## src/rtl/wb_pkg.sv

```systemverilog
// Shared definitions for the writeback stage.
//   DATA_W / ADDR_W : register data width and register index width
//   wb_entry_t      : one pending register write {rd, data}; rd sits in the
//                     upper bits so a slice from the MSB end yields the index
//   is_zero_rd      : true for x0, which is never written, queued or hazarded
package wb_pkg;

  localparam int DATA_W = 32;
  localparam int ADDR_W = 5;

  typedef struct packed {
    logic [ADDR_W-1:0] rd;
    logic [DATA_W-1:0] data;
  } wb_entry_t;

  function automatic logic is_zero_rd(input logic [ADDR_W-1:0] rd);
    return (rd == {ADDR_W{1'b0}});
  endfunction

endpackage

```

## src/rtl/wb_fifo.sv

```systemverilog
// Circular buffer holding load returns that could not reach the write port.
// Ports:
//   clk, reset     : clock and synchronous active-low reset
//   push/push_data : enqueue at the tail (caller never pushes when full)
//   pop/head       : dequeue at the head (caller never pops when empty)
//   count          : occupancy, 0..DEPTH
//   full, empty    : occupancy flags derived from count
//   entries        : age-ordered view (slot 0 = oldest) of the top VIEW_W
//                    bits of every slot; slots at or beyond count are stale
module wb_fifo #(
  parameter int DEPTH  = 4,
  parameter int WIDTH  = 37,
  parameter int VIEW_W = WIDTH,
  localparam int PTR_W = $clog2(DEPTH)
) (
  input  logic                    clk,
  input  logic                    reset,
  input  logic                    push,
  input  logic [WIDTH-1:0]        push_data,
  input  logic                    pop,
  output logic [WIDTH-1:0]        head,
  output logic [PTR_W:0]          count,
  output logic                    full,
  output logic                    empty,
  output logic [DEPTH*VIEW_W-1:0] entries
);

  logic [WIDTH-1:0] mem_r [DEPTH];
  logic [PTR_W-1:0] wr_ptr_r;
  logic [PTR_W-1:0] rd_ptr_r;
  logic [PTR_W:0]   count_r;

  // Pointer and occupancy tracking; pointers wrap naturally at DEPTH.
  always_ff @(posedge clk) begin
    if (!reset) begin
      wr_ptr_r <= {PTR_W{1'b0}};
      rd_ptr_r <= {PTR_W{1'b0}};
      count_r  <= {(PTR_W+1){1'b0}};
    end else begin
      if (push) wr_ptr_r <= wr_ptr_r + PTR_W'(1'b1);
      if (pop)  rd_ptr_r <= rd_ptr_r + PTR_W'(1'b1);
      case ({push, pop})
        2'b10:   count_r <= count_r + (PTR_W+1)'(1'b1);
        2'b01:   count_r <= count_r - (PTR_W+1)'(1'b1);
        default: count_r <= count_r;
      endcase
    end
  end

  // Entry storage; cleared on reset so stale slots never carry X.
  always_ff @(posedge clk) begin
    if (!reset) begin
      for (int i = 0; i < DEPTH; i++) mem_r[i] <= {WIDTH{1'b0}};
    end else if (push) begin
      mem_r[wr_ptr_r] <= push_data;
    end
  end

  // Age-ordered view rotated from the read pointer.
  always_comb begin
    entries = {(DEPTH*VIEW_W){1'b0}};
    for (int i = 0; i < DEPTH; i++) begin
      entries[i*VIEW_W +: VIEW_W] = mem_r[rd_ptr_r + PTR_W'(i)][WIDTH-1 -: VIEW_W];
    end
  end

  assign head  = mem_r[rd_ptr_r];
  assign count = count_r;
  assign full  = (count_r == (PTR_W+1)'(DEPTH));
  assign empty = (count_r == {(PTR_W+1){1'b0}});

endmodule

```

## src/rtl/writeback_stage.sv

```systemverilog
// Writeback stage feeding the register file's single write port.
// Merges ALU results (always accepted, highest priority) with load returns;
// loads that lose arbitration wait in a DEPTH-entry FIFO. Decode is told to
// stall while any of its indices names a still-pending destination.
// Ports:
//   clk, reset                          : clock, synchronous active-low reset
//   alu_valid/alu_rd/alu_data           : ALU result
//   mem_valid/mem_ready/mem_rd/mem_data : load return handshake
//   dec_rs1/dec_rs2/dec_rd              : decode indices for hazard check
//   hazard                              : decode must stall (combinational)
//   register_d/data_register_d_in/write_register_d : registered write port
//   pending_count                       : FIFO occupancy
// Optional build macro WB_BYPASS_EN adds byp_rs{1,2}_{valid,data}: a pending
// source value is forwarded instead of stalling; only dec_rd still stalls.
// DATA_W/ADDR_W must match the wb_pkg constants that size wb_entry_t.
module writeback_stage #(
  parameter int DEPTH  = 4,
  parameter int DATA_W = wb_pkg::DATA_W,
  parameter int ADDR_W = wb_pkg::ADDR_W,
  localparam int CNT_W = $clog2(DEPTH) + 1
) (
  input  logic              clk,
  input  logic              reset,
  input  logic              alu_valid,
  input  logic [ADDR_W-1:0] alu_rd,
  input  logic [DATA_W-1:0] alu_data,
  input  logic              mem_valid,
  output logic              mem_ready,
  input  logic [ADDR_W-1:0] mem_rd,
  input  logic [DATA_W-1:0] mem_data,
  input  logic [ADDR_W-1:0] dec_rs1,
  input  logic [ADDR_W-1:0] dec_rs2,
  input  logic [ADDR_W-1:0] dec_rd,
  output logic              hazard,
  output logic [ADDR_W-1:0] register_d,
  output logic [DATA_W-1:0] data_register_d_in,
  output logic              write_register_d,
  output logic [CNT_W-1:0]  pending_count
`ifdef WB_BYPASS_EN
  ,
  output logic              byp_rs1_valid,
  output logic [DATA_W-1:0] byp_rs1_data,
  output logic              byp_rs2_valid,
  output logic [DATA_W-1:0] byp_rs2_data
`endif
);

  import wb_pkg::*;

  localparam int ENTRY_W = $bits(wb_entry_t);
  // Hazard compare needs only rd; forwarding needs the whole entry.
`ifdef WB_BYPASS_EN
  localparam int VIEW_W = ENTRY_W;
`else
  localparam int VIEW_W = ADDR_W;
`endif

  wb_entry_t alu_entry_s;
  wb_entry_t mem_entry_s;
  wb_entry_t head_s;
  wb_entry_t sel_s;
  wb_entry_t out_r;
  logic      wr_r;
  logic      sel_wr_s;
  logic      push_s;
  logic      pop_s;
  logic      full_s;
  logic      empty_s;
  logic      mem_hs_s;
  logic      mem_keep_s;
  logic [CNT_W-1:0]          count_s;
  logic [DEPTH*VIEW_W-1:0]   view_s;
  logic [ADDR_W-1:0]         fifo_rd_s [DEPTH];
  logic [2:0][ADDR_W-1:0]    dec_idx_s;
  logic [2:0]                match_s;
`ifdef WB_BYPASS_EN
  logic [DATA_W-1:0]         fifo_data_s [DEPTH];
  logic [2:0][DATA_W-1:0]    byp_data_s;
`endif

  assign alu_entry_s.rd   = alu_rd;
  assign alu_entry_s.data = alu_data;
  assign mem_entry_s.rd   = mem_rd;
  assign mem_entry_s.data = mem_data;

  // Readiness comes from registered occupancy only, never from a same-cycle pop.
  assign mem_ready  = ~full_s;
  assign mem_hs_s   = mem_valid & mem_ready;
  assign mem_keep_s = mem_hs_s & ~is_zero_rd(mem_rd);

  wb_fifo #(
    .DEPTH  (DEPTH),
    .WIDTH  (ENTRY_W),
    .VIEW_W (VIEW_W)
  ) u_fifo (
    .clk       (clk),
    .reset     (reset),
    .push      (push_s),
    .push_data (mem_entry_s),
    .pop       (pop_s),
    .head      (head_s),
    .count     (count_s),
    .full      (full_s),
    .empty     (empty_s),
    .entries   (view_s)
  );

  // Write-port arbitration: ALU, then FIFO head, then cut-through load.
  always_comb begin
    sel_s    = alu_entry_s;
    sel_wr_s = 1'b0;
    push_s   = 1'b0;
    pop_s    = 1'b0;
    if (alu_valid) begin
      sel_s    = alu_entry_s;
      sel_wr_s = ~is_zero_rd(alu_rd);
      push_s   = mem_keep_s;
    end else if (!empty_s) begin
      // Queued entries never carry x0, so the head always writes.
      sel_s    = head_s;
      sel_wr_s = 1'b1;
      pop_s    = 1'b1;
      push_s   = mem_keep_s;
    end else if (mem_hs_s) begin
      sel_s    = mem_entry_s;
      sel_wr_s = ~is_zero_rd(mem_rd);
    end else begin
      sel_wr_s = 1'b0;
    end
  end

  // Registered write port; index/data only move when a write is issued.
  always_ff @(posedge clk) begin
    if (!reset) begin
      wr_r       <= 1'b0;
      out_r.rd   <= {ADDR_W{1'b0}};
      out_r.data <= {DATA_W{1'b0}};
    end else begin
      wr_r <= sel_wr_s;
      if (sel_wr_s) out_r <= sel_s;
    end
  end

  assign write_register_d   = wr_r;
  assign register_d         = out_r.rd;
  assign data_register_d_in = out_r.data;
  assign pending_count      = count_s;

  // Unpack the FIFO's age-ordered view into per-slot fields.
  always_comb begin
    for (int i = 0; i < DEPTH; i++) begin
`ifdef WB_BYPASS_EN
      fifo_rd_s[i]   = view_s[i*VIEW_W + DATA_W +: ADDR_W];
      fifo_data_s[i] = view_s[i*VIEW_W +: DATA_W];
`else
      fifo_rd_s[i]   = view_s[i*VIEW_W +: VIEW_W];
`endif
    end
  end

  assign dec_idx_s = {dec_rd, dec_rs2, dec_rs1};

  // Pending-destination match per decode index. The output stage is the
  // oldest pending write; later FIFO slots are younger and override it.
  always_comb begin
    logic hit_v;
    hit_v   = 1'b0;
    match_s = 3'b000;
`ifdef WB_BYPASS_EN
    byp_data_s = {(3*DATA_W){1'b0}};
`endif
    for (int s = 0; s < 3; s++) begin
      hit_v      = wr_r && (out_r.rd == dec_idx_s[s]);
      match_s[s] = hit_v;
`ifdef WB_BYPASS_EN
      byp_data_s[s] = hit_v ? out_r.data : {DATA_W{1'b0}};
`endif
      for (int i = 0; i < DEPTH; i++) begin
        hit_v      = (CNT_W'(i) < count_s) && (fifo_rd_s[i] == dec_idx_s[s]);
        match_s[s] = match_s[s] | hit_v;
`ifdef WB_BYPASS_EN
        byp_data_s[s] = hit_v ? fifo_data_s[i] : byp_data_s[s];
`endif
      end
      match_s[s] = match_s[s] & ~is_zero_rd(dec_idx_s[s]);
    end
  end

`ifdef WB_BYPASS_EN
  assign hazard        = match_s[2];
  assign byp_rs1_valid = match_s[0];
  assign byp_rs1_data  = byp_data_s[0];
  assign byp_rs2_valid = match_s[1];
  assign byp_rs2_data  = byp_data_s[1];
`else
  assign hazard = |match_s;
`endif

endmodule

```

## config.mk

```make
export PLATFORM = sky130hd
export DESIGN_NAME = writeback_stage
export DESIGN_NICKNAME = d
export VERILOG_FILES = /design/src/rtl/wb_pkg.sv /design/src/rtl/wb_fifo.sv /design/src/rtl/writeback_stage.sv
export SDC_FILE = /design/constraint.sdc
export NUM_CORES = 1
export LEC_CHECK = 0
export BUFFER_PORTS_ARGS = -buffer_cell sky130_fd_sc_hd__buf_4
export CORE_ASPECT_RATIO = 0.5
export CORE_MARGIN = 4
export CORE_UTILIZATION = 50
export CTS_BUF_LIST = sky130_fd_sc_hd__clkbuf_4
export CTS_CLUSTER_SIZE = 28
export DETAILED_ROUTE_END_ITERATION = 7
export PLACE_DENSITY_LB_ADDON = 0.05
export SKIP_CTS_REPAIR_TIMING = 1
export SLEW_MARGIN = 20
export SYNTH_ARGS = -nofsm -noshare
export SYNTH_HDL_FRONTEND = slang
export SYNTH_SLANG_ARGS = --single-unit
```

## constraint.sdc

```tcl
create_clock -name clk -period 4.45 [get_ports clk]
set_input_delay 0.445 -clock clk [delete_from_list [all_inputs] [get_ports clk]]
set_output_delay 0.445 -clock clk [all_outputs]
set_load 0.01 [all_outputs]
```

==> qor.csv <==
metric,value,unit
outcome,finished clean,
DR pass1 iterations,5,
Hold WC Path Type,in -> reg,
synthesized area per cell,12.0,um^2
CP top delay family,flip-flops,
# IOs,136,
Routed WL,26700,um
Routed Antenna Nets,0,
DIE AREA,22500,um^2
"Seq/Total Area, Yosys",53.7,%
RD Place Congestion,0.925,
"FFs w/ async S/R, synth",0,%
initial antenna violation count,0,
routed vias/inst,5.78,
clk buf depth,2,
unrepaired setup endpoints after global routing,no,
cell taking the most area after synthesis,edfxtp_1,
Clock Latency Late Sink,0.58,ns
CP Capture Type,output pin,
CTS Buf Count,17,
Fin. Hold Viols,0,
Yosys top cell area share,44.3,%
Yosys reg bits,195,
Yosys warnings,0,
layout cell share with drive strength beyond 1,25.6,%
number of buffers inserted by port buffering,135,
via count,6993,
first-pass GRT wire length,41400,um
CP startpoint,u_fifo.rd_ptr_r[0],
crit start category,register,
Pwr Density,489,nW/um^2
f_max,266,MHz
slew of the pin with the lowest slew margin,1.01,ns
"Reg clk slew, reported paths",0.17,ns
Max stage delay on crit path,1.01,ns
relative slew slack,32.4,%
Synthesized Nets,933,
Starting Density,51.2,%
DRC,0,
Setup TNS Final,0,ns
row cnt,36,
Area Growth Syn to Fin,15.0,%
drt wl/cell,22.0,um
Worst Path Max Fanout,19,
CTS tree,yes,
crit path DAT,3.31,ns
fin crit share,84.5,%
HPWL after DPL,16900,um
Post-synth EDFFs,148,
"Max stage delay cell, worst path",dfxtp_1,
post-synth cell types,39,
vias in the first global route,7271,
Clock Sinks,195,
data required time at the worst endpoint,4.01,ns
DIE HEIGHT,108,um
clock root buffer,clkbuf_4,
GRT Total Usage,24.0,%
total core area,19600,um^2
H-tree lvl count,4,
number of DRC markers in iteration 0,458,
max-cap viol count,0,
Max rail drop VDD,0.000283,V
largest net degree at the start of global routing,52,
Leakage Power,4.37,nW
Die X,208,um
cell breakdown of the critical path,mux4_2 -> xnor2_1 -> nand4_1 -> nor3_1 -> nor3_1 -> and3_1 -> o211ai_2 -> buf_4,
Area contributors post-synth,"edfxtp_1, mux4_2, dfxtp_1",
NumNets Final,1029,
final setup margin,0.691,ns
Post-Syn Area,10000,um^2
Buf/Inv on CP,1,
Reg-to-Reg Start,u_fifo.count[0],
crit path kind,reg -> out,
pre-CTS setup slack,1.28,ns
antenna fix cells,0,
total grt overflow,0,
min-delay src,mem_data[6],
Most common cell on crit path,nor3_1,
"Top FF cell, synth",edfxtp_1,
synthesized instance count,835,
max-slew violation count,0,
Final min period,3.76,ns
final setup vio count,0,
Setup Skew,0.0318,ns
==> synthesized netlist by cell type (36+ instances only) <==
master and n:
edfxtp_1 148, clkbuf_1 55, mux4_2 50, dfxtp_1 47, inv_1 42, nor2_1 77
o22a_1 37, xor2_1 36, o221ai_1 37, and2_1 46, xnor2_1 45, a21boi_0 38
nand2_1 82
==> layout by cell type (no fill, tap or decap), drive strengths merged, types with 4 or more instances in the layout <==
cell type and count:
nor4 6, nand2 82, a21oi 6, inv 46
nor2 77, nor3 12, or4 4, xnor2 45
and2 46, o221ai 37, edfxtp 148, xor2 36
clkinv 6, buf 149, mux4 50, clkbuf 21
ha 5, a21boi 38, nand4 10, dfxtp 47
o21ai 9, mux2i 7, o22a 37
==> report_power, final <==
group / total [mW] / internal [mW] / leakage (nW) / switching [mW]
Clock: 0.930 / 0.311 / 0.151 / 0.620
Combinational: 2.28 / 1.07 / 2.29 / 1.21
Sequential: 2.43 / 2.23 / 1.93 / 0.201
==> worst paths after layout <==
path	endpoint	slack [ns]	cells after the start
worst max-delay path	hazard	0.69	8
worst min register to register	data_register_d_in[9]	0.48	2
worst max register to register	data_register_d_in[10]	1.62	8
worst min-delay path	u_fifo.mem_r[0][6]	0.16	2
==> through the flow <==
step	instances	util [%]	power [mW]	cell area [um^2]	hold slack, ns
floorplan	835	-	4.01	10000	0.488
global placement	1177	57.4	4.73	11300	0.455
detailed placement	1178	57.6	4.78	11300	0.459
CTS	1210	58.9	5.69	11500	0.0976
global route	1210	58.9	5.98	11500	0.0746
finish	1210	58.9	5.64	11500	0.157
==> final cells by class <==
cell class / count / area [um^2]
well taps: 266 / 333
clock inverters: 11 / 105
clock buffers: 21 / 158
multi-input cells: 526 / 4270
repair buffers: 149 / 1140
inverters: 42 / 158
fillers: 1695 / 8050
flip-flops and latches: 195 / 5390
==> metal layers <==
metal | wire, um | up-vias | track usage [%]
li1 | - | 3243 | -
met1 | 11800 | 3549 | 32.0
met2 | 13200 | 182 | 41.0
met3 | 1340 | 19 | 4.99
met4 | 325 | 0 | 5.67
met5 | 0 | - | 0
==> sequential cells by signal, summed over array words and instances (netlist names), named ones only <==
| name | count |
|---|---|
| u_fifo.mem_r | 148 |
| data_register_d_in | 32 |
| register_d | 5 |
| u_fifo.count | 3 |
| u_fifo.rd_ptr_r | 2 |
| u_fifo.wr_ptr_r | 2 |
| write_register_d | 1 |
==> cells by family (layout without fill, tap and decap cells) <==
logic type / after synthesis / after routing / share of synthesized area, %
AOI/OAI and AO/OA: 136 / 136 / 10.9
xor gates and xnor gates: 81 / 81 / 7.07
adders and majority gates: 5 / 5 / 0.623
buffers and inverters: 114 / 223 / 4.53
DFF: 195 / 195 / 53.7
muxes: 57 / 57 / 11.9
and+or+nand+nor: 247 / 247 / 11.3
(Power assumes the default switching activity.)
